### src/rtl/xsim_msg_framer.sv
// Message framer: takes one indication message (method id + payload words) per
// handshake and streams it out as a header beat followed by the payload beats.
`timescale 1ns/1ps
module xsim_msg_framer #(
  parameter int          MAX_WORDS = 8,
  parameter logic [31:0] PORTAL_ID = 32'd0,
  parameter int          NW_W      = 8
) (
  input  logic                    CLK,
  input  logic                    RST,
  input  logic                    in_valid,
  output logic                    in_ready,
  input  logic [15:0]             in_method,
  input  logic [NW_W-1:0]         in_nwords,
  input  logic [32*MAX_WORDS-1:0] in_payload,
  input  logic                    out_ready,
  output logic                    out_en_beat,
  output logic [31:0]             out_beat,
  output logic [31:0]             out_portal,
  output logic [31:0]             msgs_sent,
  output logic                    err_oversize,
  output logic [1:0]              dbg_state
);

  localparam int IDX_W = (MAX_WORDS > 1) ? $clog2(MAX_WORDS) : 1;

  typedef enum logic [1:0] {
    S_IDLE = 2'd0,
    S_HDR  = 2'd1,
    S_PAY  = 2'd2
  } state_t;

  state_t           state_q, state_d;
  logic [IDX_W-1:0] idx_q, idx_d;
  logic [15:0]      method_q;
  logic [NW_W-1:0]  nwords_q;
  logic [31:0]      pay_q [MAX_WORDS];

  logic        accept;
  logic        oversize;
  logic        last_word;
  logic        msg_done;
  logic [15:0] hdr_len;

  // Handshake: an input message transfers on in_valid && in_ready; an output
  // beat transfers on out_en_beat && out_ready. The two never overlap because
  // in_ready is only high in IDLE and out_en_beat only outside IDLE.
  assign in_ready     = (state_q == S_IDLE);
  assign out_en_beat  = (state_q != S_IDLE);
  assign out_portal   = PORTAL_ID;
  assign dbg_state    = state_q;

  assign accept    = in_valid && in_ready;
  assign oversize  = (in_nwords > NW_W'(MAX_WORDS));
  assign last_word = (NW_W'(idx_q) == (nwords_q - NW_W'(1)));
  assign hdr_len   = 16'(nwords_q) + 16'd1;

  assign msg_done = out_ready &&
                    (((state_q == S_HDR) && (nwords_q == '0)) ||
                     ((state_q == S_PAY) && last_word));

  always_comb begin
    state_d  = state_q;
    idx_d    = idx_q;
    out_beat = 32'd0;
    case (state_q)
      S_IDLE: begin
        if (accept && !oversize) state_d = S_HDR;
      end
      S_HDR: begin
        out_beat = {method_q, hdr_len};
        if (out_ready) begin
          if (nwords_q == '0) begin
            state_d = S_IDLE;
          end else begin
            state_d = S_PAY;
            idx_d   = '0;
          end
        end
      end
      S_PAY: begin
        out_beat = pay_q[idx_q];
        if (out_ready) begin
          if (last_word) state_d = S_IDLE;
          else           idx_d   = idx_q + 1'b1;
        end
      end
      default: state_d = S_IDLE;
    endcase
  end

  always_ff @(posedge CLK) begin
    if (RST) begin
      state_q      <= S_IDLE;
      idx_q        <= '0;
      method_q     <= '0;
      nwords_q     <= '0;
      msgs_sent    <= 32'd0;
      err_oversize <= 1'b0;
      for (int k = 0; k < MAX_WORDS; k++) pay_q[k] <= 32'd0;
    end else begin
      state_q <= state_d;
      idx_q   <= idx_d;
      // Oversize messages are still consumed so the upstream never stalls on them.
      if (accept) begin
        method_q <= in_method;
        nwords_q <= in_nwords;
        for (int k = 0; k < MAX_WORDS; k++) pay_q[k] <= in_payload[32*k +: 32];
        if (oversize) err_oversize <= 1'b1;
      end
      if (msg_done) msgs_sent <= msgs_sent + 32'd1;
    end
  end

endmodule

### config.mk
export PLATFORM = sky130hd
export DESIGN_NAME = xsim_msg_framer
export DESIGN_NICKNAME = d
export VERILOG_FILES = /design/src/rtl/xsim_msg_framer.sv
export SDC_FILE = /design/constraint.sdc
export NUM_CORES = 1
export LEC_CHECK = 0
export ABC_CLOCK_PERIOD_IN_PS = 13400
export CAP_MARGIN = 40
export CORE_AREA = 2 2 175 177
export DETAILED_ROUTE_END_ITERATION = 16
export DIE_AREA = 0 0 177 179
export GPL_TIMING_DRIVEN = 0
export PLACE_DENSITY = 0.82
export SYNTH_ARGS = -nofsm -noshare
export SYNTH_HDL_FRONTEND = slang
export SYNTH_SLANG_ARGS = --single-unit
### constraint.sdc
create_clock -name CLK -period 13.4 [get_ports CLK]
set_input_delay 2.68 -clock CLK [delete_from_list [all_inputs] [get_ports CLK]]
set_output_delay 2.68 -clock CLK [all_outputs]
set_load 0.02 [all_outputs]
==> metrics.md, run 1 <==
| Metric | Value |
|---|---|
| Commonest non-fill, non-tap cell in the layout | clkdlybuf4s50_1 |
| CP endpoint kind | primary output |
| Setup CP Type | reg2out |
| Final Wtd Congestion | just under 0.9 |
| Drt first pass iters | 6 |
| Post_cts resized | 0 |
| I/O Buffers | 352 |
| Buffers & Inverters on Critical Path | 4 |
| TritonCTS clock tree | yes |
| Die height | between 150 and 200 µm |
| Final cycle utilization of the critical path | 49.4% |
| Post-synth top area share | 51.4% |
| Post-Route Setup TNS | 0 ns |
| Syn_area_per_cell | 13.5 µm² |
| Register bit count reported by yosys | 321 |
| Clk Latency, worst-skew pair | 0.52 ns |
| Ys flop type | edfxtp_1 |
| Final Hold Viols | 0 |
| Pre-CTS WS | 7.35 ns |
| Antenna Violating Nets Remaining | 0 |
| GRT overflow | 0 |
| Num CTS Buffers | 35 |
| Final net count | about 1800 |
| Cell taking the most area after synthesis | edfxtp_1 |
| Critical path's largest stage delay | 0.67 ns |
| Num ports | 385 |
| Slowest cell on the critical path | clkbuf_1 |
| Final setup viols | 0 |
| Routed WL | 45.6 mm |
| Fin Clk Skew | 0.0161 ns |
| Largest net degree at the start of global routing | 124 |
| Leak pwr | 7.35 nW |
| Vias in the first global route | 11100 |
| Initial Utilization | 49.8% |
| Startpoint types | register |
| Remaining DRCs | 0 |
| Routed wire length per instance | around 23 µm |
| Final worst setup slack | 6.78 ns |
| Worst slew margin | a little over two fifths |
| # H-tree levels | 2 |
| CP Cell Sequence | clkbuf_1 -> clkbuf_1 -> clkbuf_1 -> mux4_2 -> mux2i_1 -> nor2_1 -> clkdlybuf4s50_1 |
| Clk pin slew, worst setup/hold paths | approximately 0.060 ns |
| DR vias | 11000 |
| First-pass GRT wire length | 65.9 mm |
| CORE AREA | 30000 µm² |
| Status | complete, no violations |
| Post-CTS Setup Bufs | 0 |
| Met1 usage | 36.2% |
| RSZ-0062 raised after global routing | no |
| Pwr dens | 118 nW/µm² |
| Die Footprint | approximately 32000 µm² |
| Vias/cell | between 5 and 6 |
| Worst Hold Class | reg2reg |
| Syn Inst Count | about 1100 |
| Dpl hpwl | roughly 34 mm |
| Clock buffer depth | 3 |
| Worst-margin pin slew | 0.866 ns |
| First DRT Iteration DRCs | 1083 |
| Worst path required time | 10.72 ns |
| Largest cells by area after synthesis | edfxtp_1 51%, mux4_2 9.6%, dfxtp_1 8.7% |
| Synth cell types | 57 |
| Share of cells above drive strength 1 | 12.6% |
| Grt met3 use | roughly 6% |
| Die width | 177 µm |
| Crit-path leading delay family | buffers and inverters |
| Sequential fraction of the synthesis area | 60.1% |
| Final Max Tran Viols | 0 |
| Post-CTS Hold Buffers | 0 |
| Most frequent CP cell | clkbuf_1 |
| Async set or reset register ratio after synthesis | 0% |
| GRT Util Overall | roughly 29% |
| Row count | 64 |
| GRT busiest layer | met2 |
| Peak VDD IR | 70.5 µV |
| Area of placed instances | 19200 µm² |
| Initial antenna violation count | 13 |
| Fin area | 20400 µm² |
| EDFF count, synth | 256 |
| Data arrival time of the critical path | 3.94 ns |
| Min cycle time layout | around 6.6 ns |
| Area grow syn2layout | 36.4% |
| Max Clk Rate | roughly 0.15 GHz |
| Total number of yosys warnings | 0 |
| Reg2Reg Setup Slack | 10.51 ns |
| CTS root buf | clkbuf_16 |
| GR Util met2 | 48.5% |
| # clock sinks | 321 |
| Crit Path Max Fanout | 10 |
| Post-Syn Area | roughly 15000 µm² |
| Most frequent cells in the layout | 352 x clkdlybuf4s50_1, 256 x edfxtp_1, 196 x and2_1 |
| Max-cap viol count | 0 |
path summary, 6_finish.rpt:
kind | to | cells after the start | from
min | err_oversize | 2 | err_oversize
min reg2reg | err_oversize | 2 | err_oversize
max reg2reg | msgs_sent[4] | 8 | nwords_q[0]
max | out_beat[11] | 7 | register
layout make-up:
| type | instances | area, µm² |
|---|---|---|
| fill | 2107 | 9610 |
| sequential | 321 | 8990 |
| multi-input combinational | 697 | 5490 |
| timing repair buffer | 357 | 3610 |
| clock buffer | 43 | 936 |
| buffer | 109 | 562 |
| tap | 396 | 495 |
| clock inverter | 19 | 256 |
| inverter | 10 | 45.0 |
| antenna | 12 | 30.0 |
registers in the layout, indices dropped and copies added, names as in the netlist, named ones only:
| register | cells |
|---|---|
| pay_q | 256 |
| msgs_sent | 32 |
| method_q | 16 |
| nwords_q | 8 |
| idx_q | 3 |
| dbg_state | 2 |
| err_oversize | 1 |
cell usage after synthesis (18+ instances only):
cell type,n
a22oi_1,24
nor2_1,23
nor2b_1,91
buf_4,32
edfxtp_1,256
dfxtp_1,65
mux4_2,64
nand3_1,18
a21oi_1,32
or3_1,27
clkbuf_1,61
and2_1,196
mux2_2,24
o21ai_1,19
a22o_1,22
nand2_1,21
worst min-delay path, stage by stage, from the launching register on:
cell	delay (ns)
dfxtp_1	0.33
nor2_1	0.05
nor2_1	0.07
kinds of logic (layout without fill, tap and decap cells):
logic type      after synthesis  in the layout  synth area share [%]
buf+inv                     119            538                  4.00
flops                       321            321                  60.1
mux                          97             97                  12.0
other cells                   1             44                0.0251
simple gates                418            418                  16.7
xor+xnor                     11             11                 0.644
compound gates              132            132                  5.88
fa+ha+maj                     7              7                 0.585
per-layer routing:
layer / part of all wire [%] / wire length, µm
met5: 0.053 / 24
met2: 50 / 22800
met3: 8.7 / 3980
met1: 38 / 17200
met4: 3.5 / 1590
power breakdown:
group,internal (W),switching [W],total [W]
Combinational,0.000130,0.0000953,0.000225
Clock,0.000614,0.000396,0.00101
Sequential,0.00115,0.0000207,0.00117
Total,0.00189,0.000512,0.00240
metrics by stage:
| stage | hold slack (ns) | power [W] | utilization, % | std cells |
|---|---|---|---|---|
| 2_1_floorplan | 0.450 | 0.00129 | - | 1137 |
| 3_3_place_gp | 0.456 | 0.00141 | 63.6 | 1885 |
| 3_5_place_dp | 0.464 | 0.00141 | 63.9 | 1890 |
| 4_1_cts | 0.483 | 0.00241 | 67.9 | 1952 |
| 5_1_grt | 0.497 | 0.00246 | 68.0 | 1961 |
| 6_report | 0.480 | 0.00240 | 68.0 | 1964 |
No activity file was read; power rests on OpenSTA's default activity.
==> run 2: changes to the inputs <==
==> config.mk (replaced) <==
export PLATFORM = sky130hd
export DESIGN_NAME = xsim_msg_framer
export DESIGN_NICKNAME = d
export VERILOG_FILES = /design/src/rtl/xsim_msg_framer.sv
export SDC_FILE = /design/constraint.sdc
export NUM_CORES = 1
export LEC_CHECK = 0
export ABC_CLOCK_PERIOD_IN_PS = 6300
export CAP_MARGIN = 40
export CORE_AREA = 2 2 178 180
export DETAILED_ROUTE_END_ITERATION = 16
export DIE_AREA = 0 0 180 182
export GPL_TIMING_DRIVEN = 0
export PLACE_DENSITY = 0.8
export SYNTH_ARGS = -nofsm -noshare
export SYNTH_HDL_FRONTEND = slang
export SYNTH_SLANG_ARGS = --single-unit
==> constraint.sdc (replaced) <==
create_clock -name CLK -period 6.3 [get_ports CLK]
set_input_delay 1.26 -clock CLK [delete_from_list [all_inputs] [get_ports CLK]]
set_output_delay 1.26 -clock CLK [all_outputs]
set_load 0.02 [all_outputs]
==> run 2 against run 1 <==
Against the previous run:
- sequential power rose by 110%
- first-iteration DRC count fell by 8.9%
- critical endpoint is now out_beat[9]
- register-to-register slack got worse by 7.2 ns
- core utilization fell by 2.3 points
- clock-buffer cell count rose by 3
- worst hold slack got worse by 0.0032 ns
- global-route usage fell by 1.1 points
- critical path depth did not move
- non-clock buffer count rose by 4
- clock skew rose by 0.0078 ns
- critical path type unchanged
- highest routed layer unchanged
==> metrics.md, run 2 (synthesized netlist as in run 1, its figures left out) <==
| Metric | Value |
|---|---|
| Status | complete, no violations (unchanged) |
| DR vias | 10800 (was 11000) |
| Initial Utilization | 48.3% (was 49.8%) |
| Leak pwr | 7.31 nW (was 7.35 nW) |
| Final net count | 1826 (was 1822) |
| CTS root buf | clkbuf_16 (unchanged) |
| Fillcell total | 2247 (was 2107) |
| Top flop regs | pay_q (256), msgs_sent (32), method_q (16) (unchanged) |
| Final Wtd Congestion | 0.905 (was 0.871) |
| # clock sinks | 321 (unchanged) |
| Slowest cell on the critical path | clkdlybuf4s50_1 (was clkbuf_1) |
| Most frequent CP cell | clkbuf_1 (unchanged) |
| Top layer in use | met5 (unchanged) |
| Pwr dens | 241 nW/µm² (was 118 nW/µm²) |
| Post-CTS Setup Bufs | 0 (unchanged) |
| First-pass GRT wire length | 66.9 mm (was 65.9 mm) |
| Clk pin slew, worst setup/hold paths | 0.06 ns (about the same) |
| Max Clk Rate | 0.195 GHz |
| # H-tree levels | 2 (unchanged) |
| Register Area | 8990 µm² (unchanged) |
| Post_cts resized | 0 (unchanged) |
| Num CTS Buffers | 35 (unchanged) |
| Sw power | 0.00107 W (was 0.000512 W) |
| Dpl hpwl | 33.9 mm (was 33.8 mm) |
| GRT Util Overall | 27.4% (was 28.6%) |
| Row count | 65 (was 64) |
| Worst Hold Class | reg2reg (unchanged) |
| Die width | 180 µm (was 177 µm) |
| Met3 WL post-DR | 4.05 mm (was 3.98 mm) |
| Clock power frac | 39.6% (was 42.1%) |
| I/O Buffers | 352 (unchanged) |
| Share of cells above drive strength 1 | 12.2% (was 12.6%) |
| R2R Path Start | dbg_state[1] (was nwords_q[0]) |
| Antenna Violating Nets Remaining | 0 (unchanged) |
| Final worst setup slack | 1.16 ns (was 6.78 ns) |
| Die height | 182 µm (was 179 µm) |
| Num ports | 385 (unchanged) |
| Logic pwr share | 9.8% (was 9.4%) |
| Util after Layout | 65.7% (was 68.0%) |
| Most frequent cells in the layout | 352 x clkdlybuf4s50_1, 256 x edfxtp_1, 196 x and2_1 (unchanged) |
| CP Cell Sequence | clkbuf_1 -> clkbuf_1 -> clkbuf_1 -> mux4_2 -> mux2i_1 -> nor2_1 -> clkdlybuf4s50_1 (unchanged) |
| Vias in the first global route | 11200 (was 11100) |
| Crit-path leading delay family | buffers and inverters (unchanged) |
| Final Hold Viols | 0 (unchanged) |
| Drt first pass iters | 5 (was 6) |
| Reg2Reg Setup Slack | 3.36 ns (was 10.51 ns) |
| Min cycle time layout | just over 5 ns |
| Initial antenna violation count | 13 (unchanged) |
| CORE AREA | 31000 µm² (was 30000 µm²) |
| Data arrival time of the critical path | 3.88 ns (was 3.94 ns) |
| RSZ-0062 raised after global routing | no (unchanged) |
| Max-cap viol count | 0 (unchanged) |
| Post-CTS Hold Buffers | 0 (unchanged) |
| TritonCTS clock tree | yes (unchanged) |
| Pre-CTS WS | 1.69 ns (was 7.35 ns) |
| Sequential power share | 50.6% (was 48.6%) |
| Sw Share | 21.8% (was 21.3%) |
| Worst-margin pin slew | 0.912 ns (was 0.866 ns) |
| Clock buffer depth | 3 (unchanged) |
| Commonest non-fill, non-tap cell in the layout | clkdlybuf4s50_1 (unchanged) |
| Top reg by flops | pay_q (unchanged) |
| Final cycle utilization of the critical path | 81.6% |
| Worst path required time | 5.04 ns (was 10.72 ns) |
| Reg2reg end | pay_q[5][22] (was msgs_sent[4]) |
| Clk Latency, worst-skew pair | 0.53 ns (was 0.52 ns) |
| Vias/cell | 5.48 (was 5.58) |
| Worst slew margin | 39.2% (was 42.3%) |
| End of the critical path | out_beat[9] (was out_beat[11]) |
| First DRT Iteration DRCs | 987 (was 1083) |
| Routed wire length per instance | 22.8 µm (was 23.2 µm) |
| Buffers & Inverters on Critical Path | 4 (unchanged) |
| Critical path's largest stage delay | 0.65 ns (was 0.67 ns) |
| Remaining DRCs | 0 (unchanged) |
| Final Max Tran Viols | 0 (unchanged) |
| Largest net degree at the start of global routing | 44 (was 124) |
| Peak VDD IR | 248 µV (was 70.5 µV) |
| Area grow syn2layout | 36.0% (was 36.4%) |
| Fin Clk Skew | 0.0239 ns (was 0.0161 ns) |
| Routed WL | 45.0 mm (was 45.6 mm) |
| Setup CP Type | reg2out (unchanged) |
| CP endpoint kind | primary output (unchanged) |
| CP Depth | 7 (unchanged) |
| Register-to-Register Path Depth | 7 (was 8) |
| Met2 WL | 21.9 mm (was 22.8 mm) |
| Die Footprint | 32800 µm² (was 31700 µm²) |
| Metal-1 WL | 17.2 mm (about the same) |
| Startpoint types | register (unchanged) |
| Final setup viols | 0 (unchanged) |
| Pint | 0.00383 W (was 0.00189 W) |
| GRT overflow | 0 (unchanged) |
| Area of the multi-input gates | 5490 µm² (unchanged) |
| Crit Path Max Fanout | 10 (unchanged) |
| Number of flip-flops in the largest register | 256 (unchanged) |
-- run 2: cell count changes in the layout (fill, tap and decap cells not counted) --
cell	change
buf_12	+6
inv_8	-1
clkinv_2	-2
clkinv_1	+3
bufinv_16	-4
clkbuf_8	-3
clkbuf_1	+6
buf_16	-2
inv_6	+1
-- run 2: worst min-delay path by stage --
stage                             from            to  slack, ns  cells past startpoint
after floorplan            method_q[0]   method_q[0]       0.45                      1
final                      method_q[4]   method_q[4]       0.48                      1
after detailed placement   method_q[4]   method_q[4]       0.46                      1
after global placement    err_oversize  err_oversize       0.46                      2
after CTS                  method_q[4]   method_q[4]       0.48                      1
after global routing       method_q[3]   method_q[3]       0.49                      1
-- run 2: per-stage QoR --
stage | instance area [µm²] | setup TNS [ns] | hold slack (ns) | total power (W) | cells
detailed placement | 19300 | 0 | 0.464 | 0.00300 | 1900
global placement | 19100 | -516.34 | 0.455 | 0.00299 | 1891
CTS | 20300 | 0 | 0.482 | 0.00492 | 1962
floorplan | 15100 | 0 | 0.450 | 0.00273 | 1137
finish | 20400 | 0 | 0.477 | 0.00490 | 1974
global route | 20300 | 0 | 0.492 | 0.00504 | 1970
-- run 2: metal layers --
layer / global-route usage, % / vias up
met5: 0 / -
li1: - / 4894
met3: 6.52 / 105
met2: 46.2 / 522
met1: 34.3 / 5286
met4: 11.0 / 4
-- run 2: layout make-up --
type                            count  share of cell area [%]
Multi-Input combinational cell    697                    27.0
Timing Repair Buffer              361                    18.1
Clock buffer                       46                    4.51
Inverter                           10                   0.203
Clock inverter                     16                   0.682
Tap cell                          402                    2.47
Sequential cell                   321                    44.2
Antenna cell                       12                   0.148
Buffer                            109                    2.76
-- run 2: power groups by stage --
stage                     Sequential (W)  Clock [W]  Combinational (W)
after floorplan                  0.00251          0           0.000214
after global placement           0.00253          0           0.000462
after detailed placement         0.00252          0           0.000480
after CTS                        0.00248    0.00196           0.000482
after global routing             0.00249    0.00204           0.000515
final                            0.00248    0.00194           0.000481
-- run 2: worst reg2reg max path, delay by kind of cell (launching register included) --
| family | cells | cell delay (ns) |
|---|---|---|
| adder cells (fa/ha/maj) | 1 | 0.25 |
| buffers and inverters | 3 | 1.24 |
| AND/OR/NAND/NOR | 3 | 0.97 |
| flip-flops | 1 | 0.33 |
